**config.mk**
```make
export PLATFORM = sky130hd
export DESIGN_NAME = interrupt_request_unit
export DESIGN_NICKNAME = d
export VERILOG_FILES = /design/src/rtl/interrupt_request_unit.sv
export SDC_FILE = /design/constraint.sdc
export NUM_CORES = 1
export LEC_CHECK = 0
export CAP_MARGIN = 15
export CORE_MARGIN = 2
export CORE_UTILIZATION = 41
export DETAILED_ROUTE_END_ITERATION = 12
export HOLD_SLACK_MARGIN = 0.08
export PLACE_DENSITY = 0.85
export SYNTH_ARGS = -nofsm -noshare
export SYNTH_HDL_FRONTEND = slang
export SYNTH_SLANG_ARGS = --single-unit
```
**constraint.sdc**
```tcl
create_clock -name clock -period 0.9 [get_ports clock]
set_input_delay 0.135 -clock clock [delete_from_list [all_inputs] [get_ports clock]]
set_output_delay 0.135 -clock clock [all_outputs]
set_load 0.05 [all_outputs]
```
**src/rtl/interrupt_request_unit.sv**
```systemverilog
// Interrupt request register front end: per-pin synchroniser, edge/level sensing with re-arm,
// registered IRR, pending flag and lowest-index encoder. Optional input deglitch filter: IRQ_DEGLITCH_EN.
module interrupt_request_unit #(
  parameter int NUM_IRQ         = 8,
  parameter int SYNC_STAGES     = 2,
  parameter int DEGLITCH_CYCLES = 3
) (
  input  logic                       clock,
  input  logic                       reset,
  input  logic                       write_initial_command_word_1,
  input  logic [NUM_IRQ-1:0]         trigger_mode,
  input  logic                       freeze,
  input  logic [NUM_IRQ-1:0]         clear_interrupt_request,
  input  logic [NUM_IRQ-1:0]         interrupt_request_pin,
  output logic [NUM_IRQ-1:0]         interrupt_request_register,
  output logic                       interrupt_pending,
  output logic [$clog2(NUM_IRQ)-1:0] highest_request_index
);

  localparam int IDX_W = $clog2(NUM_IRQ);

  logic [NUM_IRQ-1:0] sync_q [SYNC_STAGES];
  logic [NUM_IRQ-1:0] sync_pin;
  logic [NUM_IRQ-1:0] filt_pin;
  logic [NUM_IRQ-1:0] low_latch;
  logic [NUM_IRQ-1:0] low_next;
  logic [NUM_IRQ-1:0] irr_next;
  logic [NUM_IRQ-1:0] edge_evt;
  logic [IDX_W-1:0]   lowest_idx;

  always_ff @(posedge clock or posedge reset) begin
    if (reset) begin
      for (int s = 0; s < SYNC_STAGES; s++) sync_q[s] <= '0;
    end else begin
      sync_q[0] <= interrupt_request_pin;
      for (int s = 1; s < SYNC_STAGES; s++) sync_q[s] <= sync_q[s-1];
    end
  end

  assign sync_pin = sync_q[SYNC_STAGES-1];

`ifdef IRQ_DEGLITCH_EN
  localparam int CNT_W = $clog2(DEGLITCH_CYCLES + 1);

  logic [CNT_W-1:0]   dg_cnt [NUM_IRQ];
  logic [NUM_IRQ-1:0] filt_q;

  // Counter tracks consecutive cycles of disagreement; the output flips on the last one.
  always_ff @(posedge clock or posedge reset) begin
    if (reset) begin
      filt_q <= '0;
      for (int i = 0; i < NUM_IRQ; i++) dg_cnt[i] <= '0;
    end else begin
      for (int i = 0; i < NUM_IRQ; i++) begin
        if (sync_pin[i] == filt_q[i]) begin
          dg_cnt[i] <= '0;
        end else if (dg_cnt[i] == CNT_W'(DEGLITCH_CYCLES - 1)) begin
          filt_q[i] <= sync_pin[i];
          dg_cnt[i] <= '0;
        end else begin
          dg_cnt[i] <= dg_cnt[i] + CNT_W'(1);
        end
      end
    end
  end

  assign filt_pin = filt_q;
`else
  assign filt_pin = sync_pin;
`endif

  assign edge_evt = low_latch & filt_pin & ~trigger_mode;

  // A captured edge drops the low latch so a fresh low level is needed before the next capture.
  always_comb begin
    irr_next = interrupt_request_register;
    low_next = low_latch;
    for (int i = 0; i < NUM_IRQ; i++) begin
      if (write_initial_command_word_1 || clear_interrupt_request[i]) begin
        irr_next[i] = 1'b0;
        low_next[i] = 1'b0;
      end else if (freeze) begin
        if (!filt_pin[i]) low_next[i] = 1'b1;
      end else if (trigger_mode[i]) begin
        irr_next[i] = filt_pin[i];
        if (!filt_pin[i]) low_next[i] = 1'b1;
      end else if (edge_evt[i]) begin
        irr_next[i] = 1'b1;
        low_next[i] = 1'b0;
      end else if (!filt_pin[i]) begin
        low_next[i] = 1'b1;
      end
    end
  end

  always_comb begin
    lowest_idx = '0;
    for (int i = NUM_IRQ - 1; i >= 0; i--) begin
      if (interrupt_request_register[i]) lowest_idx = IDX_W'(i);
    end
  end

  always_ff @(posedge clock or posedge reset) begin
    if (reset) begin
      low_latch                  <= '0;
      interrupt_request_register <= '0;
      interrupt_pending          <= 1'b0;
      highest_request_index      <= '0;
    end else begin
      low_latch                  <= low_next;
      interrupt_request_register <= irr_next;
      interrupt_pending          <= |interrupt_request_register;
      highest_request_index      <= lowest_idx;
    end
  end

endmodule

```
==> flow_metrics.py, run 1 <==
metrics = {
    "floorplanning": {
        "start_util": 0.424,
        "fp.dieH_um": 62.3,
        "dieArea_um2": 3880,
        "ios": 40,
        "die_x_um": 62.3,
        "core-area_um2": 3280,
        "placementRows": 21,
    },
    "sta": {
        "fin_ws_ns": -0.282,
        "fmax_mhz": 846,
        "post-route-min-period_ns": 1.18,
        "maxSlewHeadroom": 0.821,
        "final.setup.tns_ns": -3.85,
        "rsz0062_at_grt": "true",
        "hold_violations": 0,
        "setup_viol": 23,
        "period_share": 1.31,
        "fin_skew_ns": 0.0154,
        "tightestPinTransition_ns": 0.267,
        "slew_viol_final": 0,
    },
    "detailed_routing": {
        "drt-pass1-iter-count": 4,
        "wl_met3_um": 327,
        "routed_wirelength_um": 4430,
        "drt-wirelength-per-cell_um": 20.6,
        "highest_layer": "met4",
        "drcViolationCount": 0,
        "drt_iter0_markers": 128,
        "dr_wl_met2_um": 2310,
        "vias": 1212,
        "ant_nets": 0,
        "met1_length_um": 1600,
        "vias_per_cell": 5.64,
    },
    "grt": {
        "grt_pass1_wl_um": 6650,
        "first_global_vias": 1336,
        "grt-ovfl-total": 0,
        "grt_max_degree": 25,
        "track_usage": 0.229,
        "grt_antenna_before_repair": 0,
    },
    "critical_path": {
        "reg2reg_slack_ns": -0.24,
        "startpoint": "interrupt_request_register[0]",
        "critical_path.max_stage_delay_ns": 0.44,
        "critPathLaunchType": "register",
        "path_max_fanout": 2,
        "path_class": "reg -> out",
        "slowest_stage": "dfrtp_2",
        "r2r_start": "interrupt_request_register[3]",
        "path_cells": "buf_6 -> buf_12",
        "rr_endpoint": "highest_request_index[0]",
        "cp.arrival_ns": 1.05,
        "required_ns": 0.76,
        "cp-end-kind": "output pin",
        "r2r_cells": 4,
    },
    "clock_tree": {
        "clkSlewWorstSetupHoldPaths_ns": 0.11,
        "insertion_delay_ns": 0.33,
        "h-tree-depth": 2,
        "cts_buffer_depth": 2,
        "tritoncts": "done",
        "cts_sinks": 36,
        "cts-root-buf": "clkbuf_4",
        "cts_buffers": 5,
    },
    "finish": {
        "drive_gt1_frac": 0.533,
        "antenna_cells": 0,
        "layout_commonest_cell": "dfrtp_1",
        "area_growth_pct": 73.1,
        "fin_cells": 215,
        "nNetsFinal": 196,
        "layout_common_cells": "28 x dfrtp_1, 26 x clkdlybuf4s50_1, 16 x a211oi_2",
    },
    "placed_design": {
        "placed_cells": 194,
        "dpl.hpwl_um": 2380,
        "numPortBuffers": 39,
        "place_congestion": 0.783,
        "post-place-ws_ns": -0.433,
    },
    "yosys": {
        "syn_area_um2": 1390,
        "syn_area_per_cell_um2": 13.8,
        "syn_nets": 129,
        "ys_ff_latch": 36,
        "yosysSeqAreaShare": 0.647,
        "synth_cell_types": 18,
        "ys_warn_count": 0,
        "syn-instance-count": 101,
    },
    "outcome": {
        "failed_checks": "negative setup slack",
        "status": "complete, but fails checks",
    },
    "min_path": {
        "min_path_type": "in -> async",
    },
    "power_and_ir_drop": {
        "p_leak_uw": 0.000981,
        "ir_worst_vdd_mv": 0.869,
        "power_density_nw_per_um2": 1400,
    },
    "run": {
        "maxCapViolCount": 0,
    },
}
[worst max-delay path, delay by kind of cell, from the launching register on]
kind,cells,cell delay (ns)
flops,1,0.44
buf+inv,2,0.27
[cell usage after synthesis, drive strengths merged]
library cell  count  area share
buf               3       0.015
inv              10       0.027
a21o              2       0.011
nor4              2      0.0090
nor2b             1      0.0045
o211ai            8       0.043
dfrtp            36        0.65
o21ai            15       0.081
a21oi             2      0.0072
nor2              2      0.0054
o41ai             1      0.0063
nand2             1      0.0027
nor3b             1      0.0054
a211oi           17        0.13
[power by group]
part	switching [uW]	internal, uW	total, uW
Clock	489	460	949
Sequential	62.5	1700	1760
Combinational	331	338	669
[metrics by stage]
stage	hold WS (ns)	instance area (um^2)	utilization	power, uW
final	0.186	2410	0.733	3380
after global routing	0.192	2410	0.733	3530
after CTS	0.181	2300	0.700	3350
after detailed placement	0.335	2070	0.631	2360
after global placement	0.332	2070	0.631	2330
after floorplan	0.0881	1420	-	2000
[cells by family after synthesis]
group           count (synthesis)  synth area share
simple gates                    7            0.0270
flops                          36             0.647
compound gates                 45             0.283
buf+inv                        13            0.0423
[area by class of cell]
cell class,instances,area [um^2]
fill,180,876
clock buffer,8,68.8
sequential,36,911
inverter,10,46.3
timing repair buffer,63,782
tap,46,57.6
multi-input combinational,52,543
[per-layer routing]
| metal | vias to the layer above | GRT usage |
|---|---|---|
| met1 | 605 | 0.245 |
| met2 | 74 | 0.410 |
| li1 | 513 | - |
| met4 | 0 | 0.106 |
| met3 | 20 | 0.0761 |
| met5 | - | 0 |
[flip-flops by register name (all words and copies together), names as in the netlist]
| signal | flops |
|---|---|
| filt_pin | 8 |
| interrupt_request_register | 8 |
| low_latch | 8 |
| sync_q | 8 |
| highest_request_index | 3 |
| interrupt_pending | 1 |
[worst max path at each step]
stage / endpoint / depth (start not counted)
6_report: interrupt_request_register[0] / 2
2_1_floorplan: highest_request_index[2] / 2
4_1_cts: interrupt_request_register[0] / 2
5_1_grt: interrupt_request_register[0] / 2
3_3_place_gp: interrupt_request_register[3] / 4
3_5_place_dp: interrupt_request_register[3] / 4
[repair_timing]
action                     CTS  global route
buffers inserted            10             2
hold buffers                 1             1
setup endpoints to repair   22            28
hold endpoints to repair     4             4
pin swaps                    4             4
resized for setup           16            21
No activity file was read; power rests on OpenSTA's default activity.
==> run 2: changes to the inputs <==
--- a/config.mk
+++ b/config.mk
@@ -9,8 +9,10 @@
 export CORE_MARGIN = 2
 export CORE_UTILIZATION = 41
 export DETAILED_ROUTE_END_ITERATION = 12
+export GPL_TIMING_DRIVEN = 1
 export HOLD_SLACK_MARGIN = 0.08
 export PLACE_DENSITY = 0.85
 export SYNTH_ARGS = -nofsm -noshare
 export SYNTH_HDL_FRONTEND = slang
 export SYNTH_SLANG_ARGS = --single-unit
+export TNS_END_PERCENT = 5
==> flow_metrics.py, run 2 (synthesized netlist as in run 1, its figures left out) <==
metrics = {
    "clock_tree": {
        "tritoncts": "done",
        "insertion_delay_ns": 0.34,
        "cts_buffer_depth": 2,
        "cts_buffers": 5,
        "cts_sinks": 36,
        "cts-root-buf": "clkbuf_4",
        "clkSlewWorstSetupHoldPaths_ns": 0.12,
        "h-tree-depth": 2,
    },
    "placed_design": {
        "post-place-ws_ns": -0.462,
        "numPortBuffers": 39,
        "place_congestion": 0.817,
        "dpl_cell_area_um2": 2060,
        "dpl.hpwl_um": 2330,
    },
    "grt": {
        "grt_pass1_wl_um": 5780,
        "grt_max_degree": 37,
        "first_global_vias": 1189,
        "grt-ovfl-total": 0,
        "grt_antenna_before_repair": 0,
        "track_usage": 0.194,
    },
    "power_and_ir_drop": {
        "power_density_nw_per_um2": 1530,
        "ir_worst_vdd_mv": 0.850,
        "p_leak_uw": 0.000938,
    },
    "sta": {
        "final.setup.tns_ns": -3.65,
        "setup_viol": 22,
        "hold_violations": 0,
        "post-route-min-period_ns": 1.18,
        "fmax_mhz": 847,
        "fin_skew_ns": 0.0177,
        "slew_viol_final": 0,
        "fin_ws_ns": -0.281,
        "tightestPinTransition_ns": 0.254,
        "period_share": 1.31,
        "maxSlewHeadroom": 0.829,
        "hold_slack_ns": 0.124,
        "rsz0062_at_grt": "true",
    },
    "detailed_routing": {
        "drt-wirelength-per-cell_um": 16.3,
        "ant_nets": 0,
        "drt-pass1-iter-count": 4,
        "drcViolationCount": 0,
        "vias": 1101,
        "routed_wirelength_um": 3450,
        "drt_iter0_markers": 64,
        "vias_per_cell": 5.22,
    },
    "critical_path": {
        "r2r_cells": 3,
        "path_max_fanout": 2,
        "r2r_start": "interrupt_request_register[0]",
        "cp.arrival_ns": 1.05,
        "critPathLaunchType": "register",
        "rr_endpoint": "highest_request_index[2]",
        "path_class": "reg -> out",
        "startpoint": "interrupt_request_register[2]",
        "reg2reg_slack_ns": -0.25,
        "required_ns": 0.76,
        "cp-end-kind": "output pin",
    },
    "run": {
        "maxCapViolCount": 0,
    },
    "finish": {
        "antenna_cells": 0,
        "drive_gt1_frac": 0.461,
        "area_growth_pct": 62.2,
        "layout_common_cells": "28 x dfrtp_1, 26 x clkdlybuf4s50_1, 13 x a211oi_2, 13 x buf_12",
        "nNetsFinal": 192,
        "finalInstanceArea_um2": 2260,
        "fin_util": 0.687,
        "layout_commonest_cell": "dfrtp_1",
        "fillers": 199,
    },
    "outcome": {
        "status": "complete, but fails checks",
        "failed_checks": "negative setup slack",
    },
    "floorplanning": {
        "fp.dieH_um": 62.3,
        "core-area_um2": 3280,
        "start_util": 0.424,
        "placementRows": 21,
        "die_x_um": 62.3,
        "ios": 40,
        "dieArea_um2": 3880,
    },
    "min_path": {
        "min_path_type": "in -> async",
    },
}
run 2: through the flow:
step,instances,power (uW)
after detailed placement,195,2350
after global routing,211,3600
after CTS,210,3460
after floorplan,101,2000
after global placement,195,2320
final,211,3460
run 2: worst max-delay path by stage:
stage | end | slack (ns) | depth (start not counted)
after global routing | interrupt_request_register[4] | -0.31 | 2
after global placement | interrupt_request_register[4] | -0.38 | 4
final | interrupt_request_register[2] | -0.28 | 2
after detailed placement | interrupt_request_register[0] | -0.46 | 4
after floorplan | highest_request_index[2] | -0.14 | 2
after CTS | interrupt_request_register[3] | -0.28 | 2
run 2: per-layer routing:
layer | vias to the layer above | part of all wire | global-route usage
li1 | 500 | - | -
met1 | 541 | 0.39 | 0.220
met2 | 52 | 0.52 | 0.338
met3 | 8 | 0.067 | 0.0634
met4 | 0 | 0.023 | 0.0806
met5 | - | 0 | 0
run 2: layout make-up:
| type | instances | area (um^2) | area share |
|---|---|---|---|
| inverter | 10 | 37.5 | 0.0166 |
| clock inverter | 2 | 35.0 | 0.0155 |
| timing repair buffer | 59 | 709 | 0.314 |
| clock buffer | 6 | 41.3 | 0.0183 |
| multi-input combinational | 52 | 465 | 0.206 |
| tap | 46 | 57.6 | 0.0255 |
| sequential | 36 | 911 | 0.404 |
run 2: power breakdown:
| part | total [uW] | switching, uW | internal (uW) |
|---|---|---|---|
| Combinational | 598 | 288 | 310 |
| Clock | 1110 | 526 | 583 |
| Sequential | 1750 | 56.0 | 1700 |
run 2: what timing repair did:
item / 4_1_cts / 5_1_grt
pin swaps: 6 / 3
buffers inserted: 7 / 1
setup endpoints to repair: 31 / 23
hold buffers: 0 / 0
hold endpoints to repair: 0 / 0
resized for setup: 14 / 3
run 2: worst max-delay path: stages, from the launching register on:
cell and delay, ns:
dfrtp_2 0.44, buf_6 0.13, buf_12 0.14
==> run 3: changes to the inputs <==
--- a/config.mk
+++ b/config.mk
@@ -6,7 +6,7 @@
 export NUM_CORES = 1
 export LEC_CHECK = 0
 export CAP_MARGIN = 15
-export CORE_MARGIN = 2
+export CORE_MARGIN = 8
 export CORE_UTILIZATION = 41
 export DETAILED_ROUTE_END_ITERATION = 12
 export GPL_TIMING_DRIVEN = 1
==> flow_metrics.py, run 3 (synthesized netlist as in run 1, its figures left out) <==
metrics = {
    "outcome": {
        "status": "complete, but fails checks",
        "failed_checks": "negative setup slack",
    },
    "clock_tree": {
        "postCtsHoldBufs": 0,
        "cts_sinks": 36,
        "cts_buffer_depth": 2,
        "insertion_delay_ns": 0.33,
        "clkSlewWorstSetupHoldPaths_ns": 0.10,
        "cts-root-buf": "clkbuf_4",
        "cts_buffers": 5,
        "tritoncts": "done",
        "h-tree-depth": 2,
    },
    "detailed_routing": {
        "drt_iter0_markers": 99,
        "vias_per_cell": 5.19,
        "routed_wirelength_um": 3680,
        "drcViolationCount": 0,
        "drt-pass1-iter-count": 4,
        "drt-wirelength-per-cell_um": 17.6,
        "ant_nets": 0,
        "vias": 1084,
    },
    "floorplanning": {
        "die_x_um": 74.3,
        "start_util": 0.420,
        "placementRows": 21,
        "fp.dieH_um": 74.3,
        "ios": 40,
        "core-area_um2": 3310,
        "dieArea_um2": 5510,
    },
    "run": {
        "maxCapViolCount": 0,
    },
    "power_and_ir_drop": {
        "ir_worst_vdd_mv": 0.771,
        "power_density_nw_per_um2": 1410,
        "p_leak_uw": 0.000922,
    },
    "sta": {
        "slew_viol_final": 0,
        "hold_violations": 0,
        "fmax_mhz": 842,
        "fin_skew_ns": 0.0118,
        "final.setup.tns_ns": -3.96,
        "setup_viol": 32,
        "rsz0062_at_grt": "true",
        "post-route-min-period_ns": 1.19,
        "hold_slack_ns": 0.140,
        "maxSlewHeadroom": 0.809,
        "period_share": 1.32,
        "tightestPinTransition_ns": 0.284,
        "fin_ws_ns": -0.288,
    },
    "critical_path": {
        "r2r_start": "interrupt_request_register[4]",
        "r2r_cells": 4,
        "path_max_fanout": 4,
        "cp.arrival_ns": 1.05,
        "critPathLaunchType": "register",
        "startpoint": "interrupt_request_register[3]",
        "rr_endpoint": "highest_request_index[1]",
        "path_class": "reg -> out",
        "cp-end-kind": "output pin",
        "reg2reg_slack_ns": -0.23,
        "required_ns": 0.76,
    },
    "finish": {
        "layout_common_cells": "28 x dfrtp_1, 27 x clkdlybuf4s50_1, 13 x buf_12",
        "nNetsFinal": 191,
        "area_growth_pct": 59.7,
        "layout_commonest_cell": "dfrtp_1",
        "finalInstanceArea_um2": 2220,
        "drive_gt1_frac": 0.454,
        "fin_util": 0.671,
        "antenna_cells": 0,
    },
    "grt": {
        "grt_antenna_before_repair": 0,
        "grt_max_degree": 37,
        "first_global_vias": 1157,
        "grt-ovfl-total": 0,
        "grt_pass1_wl_um": 5840,
        "track_usage": 0.142,
    },
    "placed_design": {
        "numPortBuffers": 39,
        "dpl_cell_area_um2": 2060,
        "place_congestion": 0.799,
        "dpl.hpwl_um": 2600,
    },
    "min_path": {
        "min_path_type": "in -> async",
    },
}
## run 3: stage by stage
stage                     total power, uW  std cells  setup WS (ns)
after floorplan                      2000        101         -0.141
after global placement               2330        195         -0.347
after detailed placement             2350        195         -0.430
after CTS                            3140        208         -0.303
after global routing                 3290        209         -0.332
final                                3130        209         -0.288
## run 3: timing repair
| item | 4_1_cts | 5_1_grt |
|---|---|---|
| pin swaps | 2 | 3 |
| setup buffers | 6 | 1 |
| gates resized for setup | 9 | 4 |
| setup endpoints to repair | 24 | 32 |
## run 3: final cells by class
| cell class | instances | area, um^2 |
|---|---|---|
| clock buffers | 6 | 41.3 |
| clock inverters | 1 | 5.00 |
| fillers | 219 | 1090 |
| inverters | 10 | 37.5 |
| multi-input cells | 52 | 474 |
| flip-flops and latches | 36 | 911 |
| well taps | 46 | 57.6 |
| repair buffers | 58 | 696 |
## run 3: worst max path at each step
| stage | to | slack [ns] |
|---|---|---|
| floorplan | highest_request_index[2] | -0.14 |
| global placement | interrupt_request_register[5] | -0.35 |
| detailed placement | interrupt_request_register[5] | -0.43 |
| CTS | interrupt_request_register[3] | -0.30 |
| global route | interrupt_request_register[3] | -0.33 |
| finish | interrupt_request_register[3] | -0.29 |
## run 3: metal layers
layer  wire [um]  vias up  GRT usage  share of wire
met5           0        -          0              0
met2        1900       44      0.236           0.51
li1            -      497          -              -
met1        1420      528      0.155           0.39
met4         142        0     0.0783          0.039
met3         219       15     0.0485          0.060
## run 3: report_power, final
part,internal (uW),switching (uW)
Clock,288,486
Combinational,309,290
Sequential,1700,54.6
Total,2290,831
## run 3: worst max-delay path, cell delays in order (launching register included)
cell,delay (ns)
dfrtp_2,0.45
buf_6,0.14
buf_12,0.14
